<file path="src/rtl/sipo_rx_pkg.sv">
// Shared types and constants for the SIPO receive controller.
package sipo_rx_pkg;

   localparam int SIPO_WIDTH = 4;

   typedef enum logic [1:0] {
      IDLE    = 2'd0,
      SHIFT   = 2'd1,
      CAPTURE = 2'd2
   } state_t;

endpackage

</file>
<file path="src/rtl/sipo_word_reg.sv">
// Valid/ready holding register for one captured word.
// A load has priority over consumption, so a word can be replaced in the cycle it is taken.
import sipo_rx_pkg::*;

module sipo_word_reg #(
   parameter int WIDTH = SIPO_WIDTH
) (
   input  logic             clk,
   input  logic             rst,
   input  logic             load,
   input  logic [WIDTH-1:0] load_data,
   input  logic             ready,
   output logic [WIDTH-1:0] data,
   output logic             valid,
   output logic             can_load
);

   assign can_load = !valid || ready;

   // Holding register: load new word, otherwise drop valid once consumed.
   always_ff @(posedge clk or posedge rst) begin
      if (rst) begin
         data  <= {WIDTH{1'b0}};
         valid <= 1'b0;
      end else if (load) begin
         data  <= load_data;
         valid <= 1'b1;
      end else if (valid && ready) begin
         valid <= 1'b0;
      end
   end

endmodule

</file>
<file path="src/rtl/sipo_rx_ctrl.sv">
// Sequencing controller for a WIDTH-bit serial-in/parallel-out shifter:
// paces serial bits, captures completed words and frames them.
import sipo_rx_pkg::*;

module sipo_rx_ctrl #(
   parameter int WIDTH = SIPO_WIDTH
) (
   input  logic             clk,
   input  logic             rst,
   input  logic             frame_start,
   input  logic [7:0]       frame_words,
   input  logic             abort,
   input  logic             bit_valid,
   output logic             bit_ready,
   output logic             shift_en,
   input  logic [WIDTH-1:0] sipo_data,
   output logic [WIDTH-1:0] word_data,
   output logic             word_valid,
   input  logic             word_ready,
   output logic             frame_done,
   output logic             busy
);

   localparam int CNT_W = $clog2(WIDTH);

   state_t           state;
   logic [CNT_W-1:0] bit_cnt;
   logic [7:0]       words_left;
   logic             bounded;
   logic             can_load;
   logic             load;

   assign bit_ready = (state == SHIFT);
   assign shift_en  = bit_valid && bit_ready;
   assign busy      = (state != IDLE);
   // An abort in CAPTURE discards the pending word, so it must also block the load.
   assign load      = (state == CAPTURE) && can_load && !abort;

   sipo_word_reg #(.WIDTH(WIDTH)) u_word_reg (
      .clk       (clk),
      .rst       (rst),
      .load      (load),
      .load_data (sipo_data),
      .ready     (word_ready),
      .data      (word_data),
      .valid     (word_valid),
      .can_load  (can_load)
   );

   // Frame FSM with bit and word counters; frame_done is a registered pulse.
   always_ff @(posedge clk or posedge rst) begin
      if (rst) begin
         state      <= IDLE;
         bit_cnt    <= {CNT_W{1'b0}};
         words_left <= 8'd0;
         bounded    <= 1'b0;
         frame_done <= 1'b0;
      end else begin
         frame_done <= 1'b0;
         if (abort) begin
            state      <= IDLE;
            bit_cnt    <= {CNT_W{1'b0}};
            words_left <= 8'd0;
            bounded    <= 1'b0;
         end else begin
            case (state)
               IDLE: begin
                  if (frame_start) begin
                     words_left <= frame_words;
                     bounded    <= (frame_words != 8'd0);
                     bit_cnt    <= {CNT_W{1'b0}};
                     state      <= SHIFT;
                  end
               end
               SHIFT: begin
                  if (bit_valid) begin
                     if (bit_cnt == CNT_W'(WIDTH - 1)) begin
                        bit_cnt <= {CNT_W{1'b0}};
                        state   <= CAPTURE;
                     end else begin
                        bit_cnt <= bit_cnt + {{(CNT_W-1){1'b0}}, 1'b1};
                     end
                  end
               end
               CAPTURE: begin
                  if (can_load) begin
                     if (bounded) begin
                        words_left <= words_left - 8'd1;
                     end
                     if (bounded && (words_left == 8'd1)) begin
                        frame_done <= 1'b1;
                        state      <= IDLE;
                     end else begin
                        state <= SHIFT;
                     end
                  end
               end
               default: begin
                  state   <= IDLE;
                  bit_cnt <= {CNT_W{1'b0}};
               end
            endcase
         end
      end
   end

endmodule

</file>
<file path="config.mk">
export PLATFORM = sky130hd
export DESIGN_NAME = sipo_rx_ctrl
export DESIGN_NICKNAME = d
export VERILOG_FILES = /design/src/rtl/sipo_rx_pkg.sv /design/src/rtl/sipo_word_reg.sv /design/src/rtl/sipo_rx_ctrl.sv
export SDC_FILE = /design/constraint.sdc
export NUM_CORES = 1
export LEC_CHECK = 0
export ABC_CLOCK_PERIOD_IN_PS = 1600
export CORE_MARGIN = 3
export CORE_UTILIZATION = 44
export DETAILED_ROUTE_END_ITERATION = 7
export GPL_TIMING_DRIVEN = 0
export HOLD_SLACK_MARGIN = 0.06
export PLACE_DENSITY = 0.75
export SKIP_LAST_GASP = 1
export SYNTH_ARGS = -nofsm -noshare
export SYNTH_HDL_FRONTEND = slang
export SYNTH_HIERARCHICAL = 1
export SYNTH_SLANG_ARGS = --single-unit
</file>
<file path="constraint.sdc">
create_clock -name clk -period 1.6 [get_ports clk]
set_input_delay 0.32 -clock clk [delete_from_list [all_inputs] [get_ports clk]]
set_output_delay 0.32 -clock clk [all_outputs]
set_load 0.02 [all_outputs]
</file>
# Yosys cells after proc, flatten, opt, wreduce, memory -nomap -nowiden
# Cells that the tools add are included.
word_totals:
  regBits: 19
  wordCells: 64
classes:
  addsub: 2
  eq_ne: 10
  n_mux: 26
  n_reduce_logical: 19
ops:
  columns: ["operator", "count"]
  rows:
  - ["8-bit 2-to-1 mux", 4]
  - ["2-bit 2-to-1 mux", 9]
  - ["8-bit case mux with 2 select lines", 1]
  - ["3-bit inequality test (second input constant)", 4]
  - ["2-bit case mux with 3 select lines", 2]
  - ["1-bit 2-to-1 mux", 10]
  - ["8-bit by 1-bit == test with 1-bit output (second input constant)", 1]
  - ["4-bit AND reduction", 2]
  - ["2-bit nonzero test", 4]
  - ["8-bit nonzero test", 1]
  - ["8-bit by 1-bit subtractor with 8-bit output (second input constant)", 1]
  - ["1-bit logical AND", 5]
  - ["2-bit == test (second input constant)", 2]
  - ["3-bit by 2-bit inequality test with 1-bit output (second input constant)", 1]
  - ["3-bit AND reduction", 1]
  - ["3-bit nonzero test", 1]
  - ["2-bit by 1-bit adder with 2-bit output (second input constant)", 1]
  - ["2-bit by 1-bit == test with 1-bit output (second input constant)", 1]
  - ["1-bit logical NOT", 2]
  - ["2-bit logical NOT", 1]
  - ["2-bit inequality test (second input constant)", 1]
  - ["2-bit AND reduction", 1]
  - ["1-bit logical OR", 1]

# Depth between registers and ports, before layout
# Gate-level depths: netlist of run 1.
depth:
  ltp_word: 6
  depth_mapped: 6
  mapped_depth_nobuf: 6

# Cells and area by module
# The synthesis of run 1 kept the hierarchy.
modules_own_cells:
  columns: ["mod", "instances", "cells_per_inst", "area_each_um2", "seq_area_each_um2"]
  rows:
  - ["sipo_rx_ctrl", 1, 103, 932.1, 350.3]
  - ["sipo_word_reg", 1, 12, 186.4, 125.1]

# Worst setup path before layout of run 1
# Ideal clock, no wire load.
synth_path:
  path_kind: "register -> register"
  startpoint: "register state[0]"
  endpoint: "register u_word_reg.data[0]"
  arrival_ns: 1.396
  t_required_ns: 1.475
  setup_slack_ns: 0.080
  stages_incl_launch_ff: 5
  n_path_buf: 1
  cell_sequence: "dfrtp_1 -> buf_4 -> nor3b_1 -> and2_1 -> mux2_2"
synth_between:
  elab_chain_cells: 3
synth_lines:
  columns: ["element", "line", "rtl"]
  rows:
  - ["from (decl)", "sipo_rx_ctrl.sv:26", "state_t state;"]
  - ["from (signal assigned)", "sipo_rx_ctrl.sv:53", "state <= IDLE;"]
  - ["from (signal assigned)", "sipo_rx_ctrl.sv:61", "state <= IDLE;"]
  - ["from (signal assigned)", "sipo_rx_ctrl.sv:72", "state <= SHIFT;"]
  - ["2-bit == test", "sipo_rx_ctrl.sv:37", "assign load = (state == CAPTURE) && can_load && !abort;"]
  - ["1-bit logical AND (2 in series)", "sipo_rx_ctrl.sv:37", null]
  - ["net load", "sipo_rx_ctrl.sv:31", "logic load;"]
  - ["to (signal assigned)", "sipo_word_reg.sv:23", "data <= {WIDTH{1'b0}};"]
  - ["to (signal assigned)", "sipo_word_reg.sv:26", "data <= load_data;"]
  - ["to (decl)", "sipo_word_reg.sv:13", "output logic [WIDTH-1:0] data,"]
# The timed path passes the listed nets, and every way through them passes these cells.
# A chain may end at the register's enable or synchronous reset.

# Worst setup path in the final report of run 1
layout_path:
  startpoint: "register state[1]"
  endpoint: "output shift_en"
layout_between:
  elab_chain_cells: 2
layout_lines:
  columns: ["element", "line", "rtl"]
  rows:
  - ["2-bit by 1-bit == test with 1-bit output", "sipo_rx_ctrl.sv:33", "assign bit_ready = (state == SHIFT);"]
  - ["1-bit logical AND", "sipo_rx_ctrl.sv:34", "assign shift_en = bit_valid && bit_ready;"]
  - ["to (decl)", "sipo_rx_ctrl.sv:15", "output logic shift_en,"]
# No other way between the ends.

==> impl_metrics.toml, run 1 <==
[worst_setup_path]
crit_path_start = "state[1]"
critPathRequiredTime_ns = 1.28
worstSetupPathType = "flop to output port"
crit_path_end = "shift_en"
regToRegEndpoint = "words_left[0]"
cp-end-kind = "output port"
cp_max_fo = 10
r2r_start = "state[1]"
startpoint_type = "flop"
reg2reg_setup_slack_ns = 0.08
r2r_cells = 6
critPathArrivalTime_ns = 1.26

[floorplanning]
dieArea_um2 = 3180
initial_core_util = 0.482
placementRows = 17
ios = 27
die_x_um = 56.4
fp.dieH_um = 56.4
coreArea_um2 = 2320

[timing]
period_share = 0.988
fin_skew_ns = 0.00335
drv_slew = 0
timing.slew.headroom = 0.635
finalSetupViolCount = 0
fin_ws_ns = 0.0185
finalCriticalPeriod_ns = 1.58
rsz0062_at_grt = "yes"
hold_violations = 0
worst_pin_slew_ns = 0.547
timing.fmax_ghz = 0.632

[global_route]
grt_first_pass_wirelength_um = 4550
grt_max_degree = 15
antenna_found_initial = 0
grt_pass1_vias = 982
track_usage = 0.177
grt_overflow = 0

[final_layout]
n_antenna_cell = 0
instances_no_fill = 176
fin_area_um2 = 1500
syn_to_final_growth_pct = 34.5
layout-drive-gt1-share = 0.230
nNetsFinal = 170

[placement]
postPlaceCellArea_um2 = 1410
pre_cts_ws_ns = -0.424
dp_hpwl_um = 1930
place.gp.congestion = 0.864
dp.cells = 169
port_buffers = 26

[logic_synthesis]
syn_area_per_cell_um2 = 9.73
synth_fp_nets = 136
yosys_most_used_dff = "dfrtp_1"
synth.area.top_cells = "dfrtp_1, mux2_2, o21ai_0, nor2_1, ha_1"
synth_top_area_cell = "dfrtp_1"
yosysMostFrequentCell = "dfrtp_1"
syn_inst = 115
seq_area_frac_synth = 0.425
syn_area_um2 = 1120
ys_ff_latch = 19
synth_edf_count = 0
synth_top_area_frac = 0.425
yosys_warnings = 6
async_reset_ff_frac = 1.00
ys_types = 38
synth_commonest_cells = "dfrtp_1, nor2_1, o21ai_0"

[cts]
cts_tree = "done"
cts_buffers = 3
cts_root_buf = "clkbuf_4"
ctsHoldBuffers = 0
clock-sinks = 19
insertion_delay_ns = 0.30
clockBufferDepth = 2
clk_pin_slew_worst_paths_ns = 0.11
cts_max_level = 1

[route]
drtAntennaViolNets = 0
totalWireLength_um = 2560
vias = 1016
drc = 0
vias_per_cell = 5.77
routedWlPerCell_um = 14.6
drt_iter0_drc = 30
drtPass1Iterations = 4

[pwr]
totalPowerFinal_mw = 1.02
ir_drop_mv = 0.579
leakage_nw = 0.723
powerDensity_nw_per_um2 = 675

[min_path]
hp-class = "input pin to async pin"

[run_status]
status = "complete, no violations"

[flow_run]
maxCapViolCount = 0
[sequential cells by signal, summed over array words and instances (netlist names)]
| register | count |
|---|---|
| frame_done | 1 |
| words_left | 8 |
| bit_cnt | 2 |
| bounded | 1 |
| state | 2 |
| u_word_reg/data | 4 |
| u_word_reg/valid | 1 |
[cell families after synthesis]
group / count (synthesis) / synth area share
AOI/OAI and AO/OA: 31 / 0.174
adders and majority gates: 3 / 0.0336
buffers and inverters: 11 / 0.0481
DFF: 19 / 0.425
muxes: 6 / 0.0604
and+or+nand+nor: 45 / 0.258
[how the worst min path moves through the flow]
| stage | to | slack (ns) | cells after the start |
|---|---|---|---|
| finish | u_word_reg/data[0] | 0.22 | 2 |
| global route | u_word_reg/valid | 0.22 | 2 |
| CTS | u_word_reg/valid | 0.22 | 2 |
| detailed placement | u_word_reg/data[1] | 0.50 | 1 |
| global placement | u_word_reg/data[2] | 0.49 | 1 |
| floorplan | u_word_reg/data[0] | 0.1 | 1 |
[critical path: stages (launching register included)]
cell	delay, ns
dfrtp_1	0.39
buf_6	0.14
nor2b_4	0.15
and2_4	0.15
buf_4	0.13
[what timing repair did]
action,in CTS,in global routing
endpoints found under the setup margin,12,18
gates cloned,1,0
hold endpoints to repair,0,0
setup buffers,0,2
resized for setup,19,14
pin swaps,1,0
[through the flow]
stage	hold slack [ns]	TNS (ns)	utilization
after floorplan	0.0985	0	-
after global placement	0.488	-4.77	0.610
after detailed placement	0.499	-5.17	0.610
after CTS	0.222	-0.105	0.630
after global routing	0.215	-0.146	0.649
final	0.225	0	0.649
[where the power goes]
part | total (mW) | internal [mW] | leakage [nW] | switching [mW]
sequential | 0.532 | 0.505 | 0.256 | 0.0268
combinational | 0.240 | 0.125 | 0.448 | 0.115
clock | 0.244 | 0.0932 | 0.0177 | 0.151
total | 1.02 | 0.723 | 0.723 | 0.292
[placed cells by master (no fill, tap or decap), types with 2 or more instances in the layout]
cell / n
nor2_1: 12
nor3b_2: 2
clkdlybuf4s50_1: 17
inv_1: 7
mux2_2: 6
dfrtp_1: 19
a31oi_1: 2
nand2b_1: 4
nor4_1: 4
dlymetal6s2s_1: 3
buf_6: 3
clkbuf_4: 3
ha_1: 2
a311oi_1: 2
and2_1: 2
nor3_1: 4
dlygate4sd2_1: 3
buf_2: 2
nor2b_4: 2
o21ai_0: 10
nor2b_1: 2
buf_4: 3
a21oi_1: 7
[layout make-up]
class                           instances  area (µm²)
Clock buffer                            3        22.5
Buffer                                  4        32.5
Inverter                                7        26.3
Fill cell                             210         815
Clock inverter                          1        5.00
Tap cell                               28        35.0
Multi-Input combinational cell         86         634
Timing Repair Buffer                   28         273
Sequential cell                        19         475
[metal layers]
metal,part of all wire,vias up,GRT usage,wire length (µm)
li1,-,492,-,-
met1,0.44,499,0.234,1140
met2,0.50,23,0.289,1290
met3,0.048,2,0.0575,123
met4,0.0043,0,0.0237,11
met5,0,-,0,0
No activity file was read; power rests on OpenSTA's default activity.
==> run 2, diff against run 1 <==
GPL_TIMING_DRIVEN = default   (was 0)
==> impl_metrics.toml, run 2 (synthesis results as in run 1) <==
[global_route]
grt_max_degree = 15
track_usage = 0.181
grt_overflow = 0
grt_pass1_vias = 1081
grt_first_pass_wirelength_um = 4690
antenna_found_initial = 0

[placement]
place.gp.congestion = 0.826
dp.cells = 185
port_buffers = 26
dp_hpwl_um = 2050

[cts]
cts_max_level = 1
cts_tree = "done"
clock-sinks = 19
cts_buffers = 3
insertion_delay_ns = 0.30
clk_pin_slew_worst_paths_ns = 0.12
ctsHoldBuffers = 0
cts_root_buf = "clkbuf_4"
clockBufferDepth = 2

[worst_setup_path]
cpMostUsedCell = "buf_4"
path_cells = "buf_4 > nand2b_1 > buf_4 > nor2_1 > a21oi_1 > o31ai_1"
critPathRequiredTime_ns = 1.81
worstSetupPathType = "flop to flop"
critPathMaxStageDelay_ns = 0.41
startpoint_type = "flop"
cp_num_buf_inv = 2
cp-end-kind = "flop"
path_delay_family = "flip-flops"
crit_slowest_cell = "dfrtp_1"
cp_max_fo = 9
critPathArrivalTime_ns = 1.73

[timing]
rsz0062_at_grt = "yes"
finalSetupViolCount = 0
hold_violations = 0
hold_ws_ns = 0.233
finalCriticalPeriod_ns = 1.52
timing.fmax_ghz = 0.656
period_share = 0.953
fin_tns_setup_ns = 0
drv_slew = 0
timing.slew.headroom = 0.759
fin_skew_ns = 0.00809
worst_pin_slew_ns = 0.362

[floorplanning]
coreArea_um2 = 2320
dieArea_um2 = 3180
placementRows = 17
die_x_um = 56.4
initial_core_util = 0.482
ios = 27
fp.dieH_um = 56.4

[pwr]
p_seq_frac = 0.509
p_int_mw = 0.739
p_clk_frac = 0.240
switchingPower_mw = 0.302
powerDensity_nw_per_um2 = 654
p_comb_frac = 0.251
totalPowerFinal_mw = 1.04
ir_drop_mv = 0.644
power_switching_share = 0.290
leakage_nw = 0.825

[route]
drtAntennaViolNets = 0
totalWireLength_um = 2630
drtPass1Iterations = 4
vias = 1045
vias_per_cell = 5.50
routedWlPerCell_um = 13.8
drt_iter0_drc = 21
drc = 0

[final_layout]
instances_no_fill = 190
layout_common_cells = "buf_4, dfrtp_1, clkdlybuf4s50_1"
reg_top3 = "words_left x8, u_word_reg/data x4"
syn_to_final_growth_pct = 42.3
largest_register = "words_left"
final_common_cell = "buf_4"
n_antenna_cell = 0
fin_util = 0.686
nNetsFinal = 184
layout-drive-gt1-share = 0.272
largest_reg_flops = 8

[run_status]
status = "complete, no violations"

[min_path]
hp-class = "input pin to async pin"

[flow_run]
maxCapViolCount = 0
-- run 2: worst paths after layout --
check	from	endpoint	slack [ns]	cells past startpoint
worst max-delay path	state[0]	words_left[1]	0.08	6
worst min-delay path	rst	u_word_reg/data[1]	0.23	2
worst max register to register	state[0]	words_left[1]	0.08	6
worst min register to register	u_word_reg/data[3]	u_word_reg/data[3]	0.52	1
max in group asynchronous	rst	words_left[7]	1.08	3
min in group clk	u_word_reg/data[3]	u_word_reg/data[3]	0.52	1
-- run 2: what timing repair did --
action,in CTS,in global routing
buffers inserted,0,1
resized for setup,6,17
setup endpoints to repair,7,17
-- run 2: worst register-to-register path, cell delays in order (launching register included) --
cell and delay, ns:
dfrtp_1 0.41, buf_4 0.17, nand2b_1 0.30, buf_4 0.24, nor2_1 0.09, a21oi_1 0.05
o31ai_1 0.18
-- run 2: cell type report --
type / count / area [µm²]
Multi-Input combinational cell: 85 / 609
Clock inverter: 1 / 5.00
Fill cell: 176 / 727
Inverter: 7 / 26.3
Tap cell: 28 / 35.0
Clock buffer: 3 / 22.5
Timing Repair Buffer: 47 / 418
Sequential cell: 19 / 475
-- run 2: through the flow --
step	setup slack (ns)	cell area [µm²]
after global routing	-0.0216	1590
after global placement	-0.218	1540
final	0.0756	1590
after floorplan	0.0795	1120
after detailed placement	-0.248	1540
after CTS	-0.0830	1560
-- run 2: power groups by stage --
| stage | combinational [mW] | sequential [mW] | clock [mW] |
|---|---|---|---|
| after global routing | 0.288 | 0.536 | 0.276 |
| final | 0.261 | 0.530 | 0.249 |
| after detailed placement | 0.260 | 0.539 | 0 |
| after floorplan | 0.129 | 0.533 | 0 |
| after CTS | 0.257 | 0.530 | 0.257 |
| after global placement | 0.253 | 0.538 | 0 |
-- run 2: metal layers --
metal  GRT usage  part of all wire  up-vias
met4      0.0475             0.016        0
li1            -                 -      515
met1       0.241              0.45      500
met3      0.0345             0.048        4
met2       0.297              0.49       26
met5           0                 0        -
==> run 3, diff against run 2 <==
HOLD_SLACK_MARGIN = default   (was 0.06)
==> results of run 3 <==
Same layout as run 2: the final DEF is identical, and so are final timing and power.
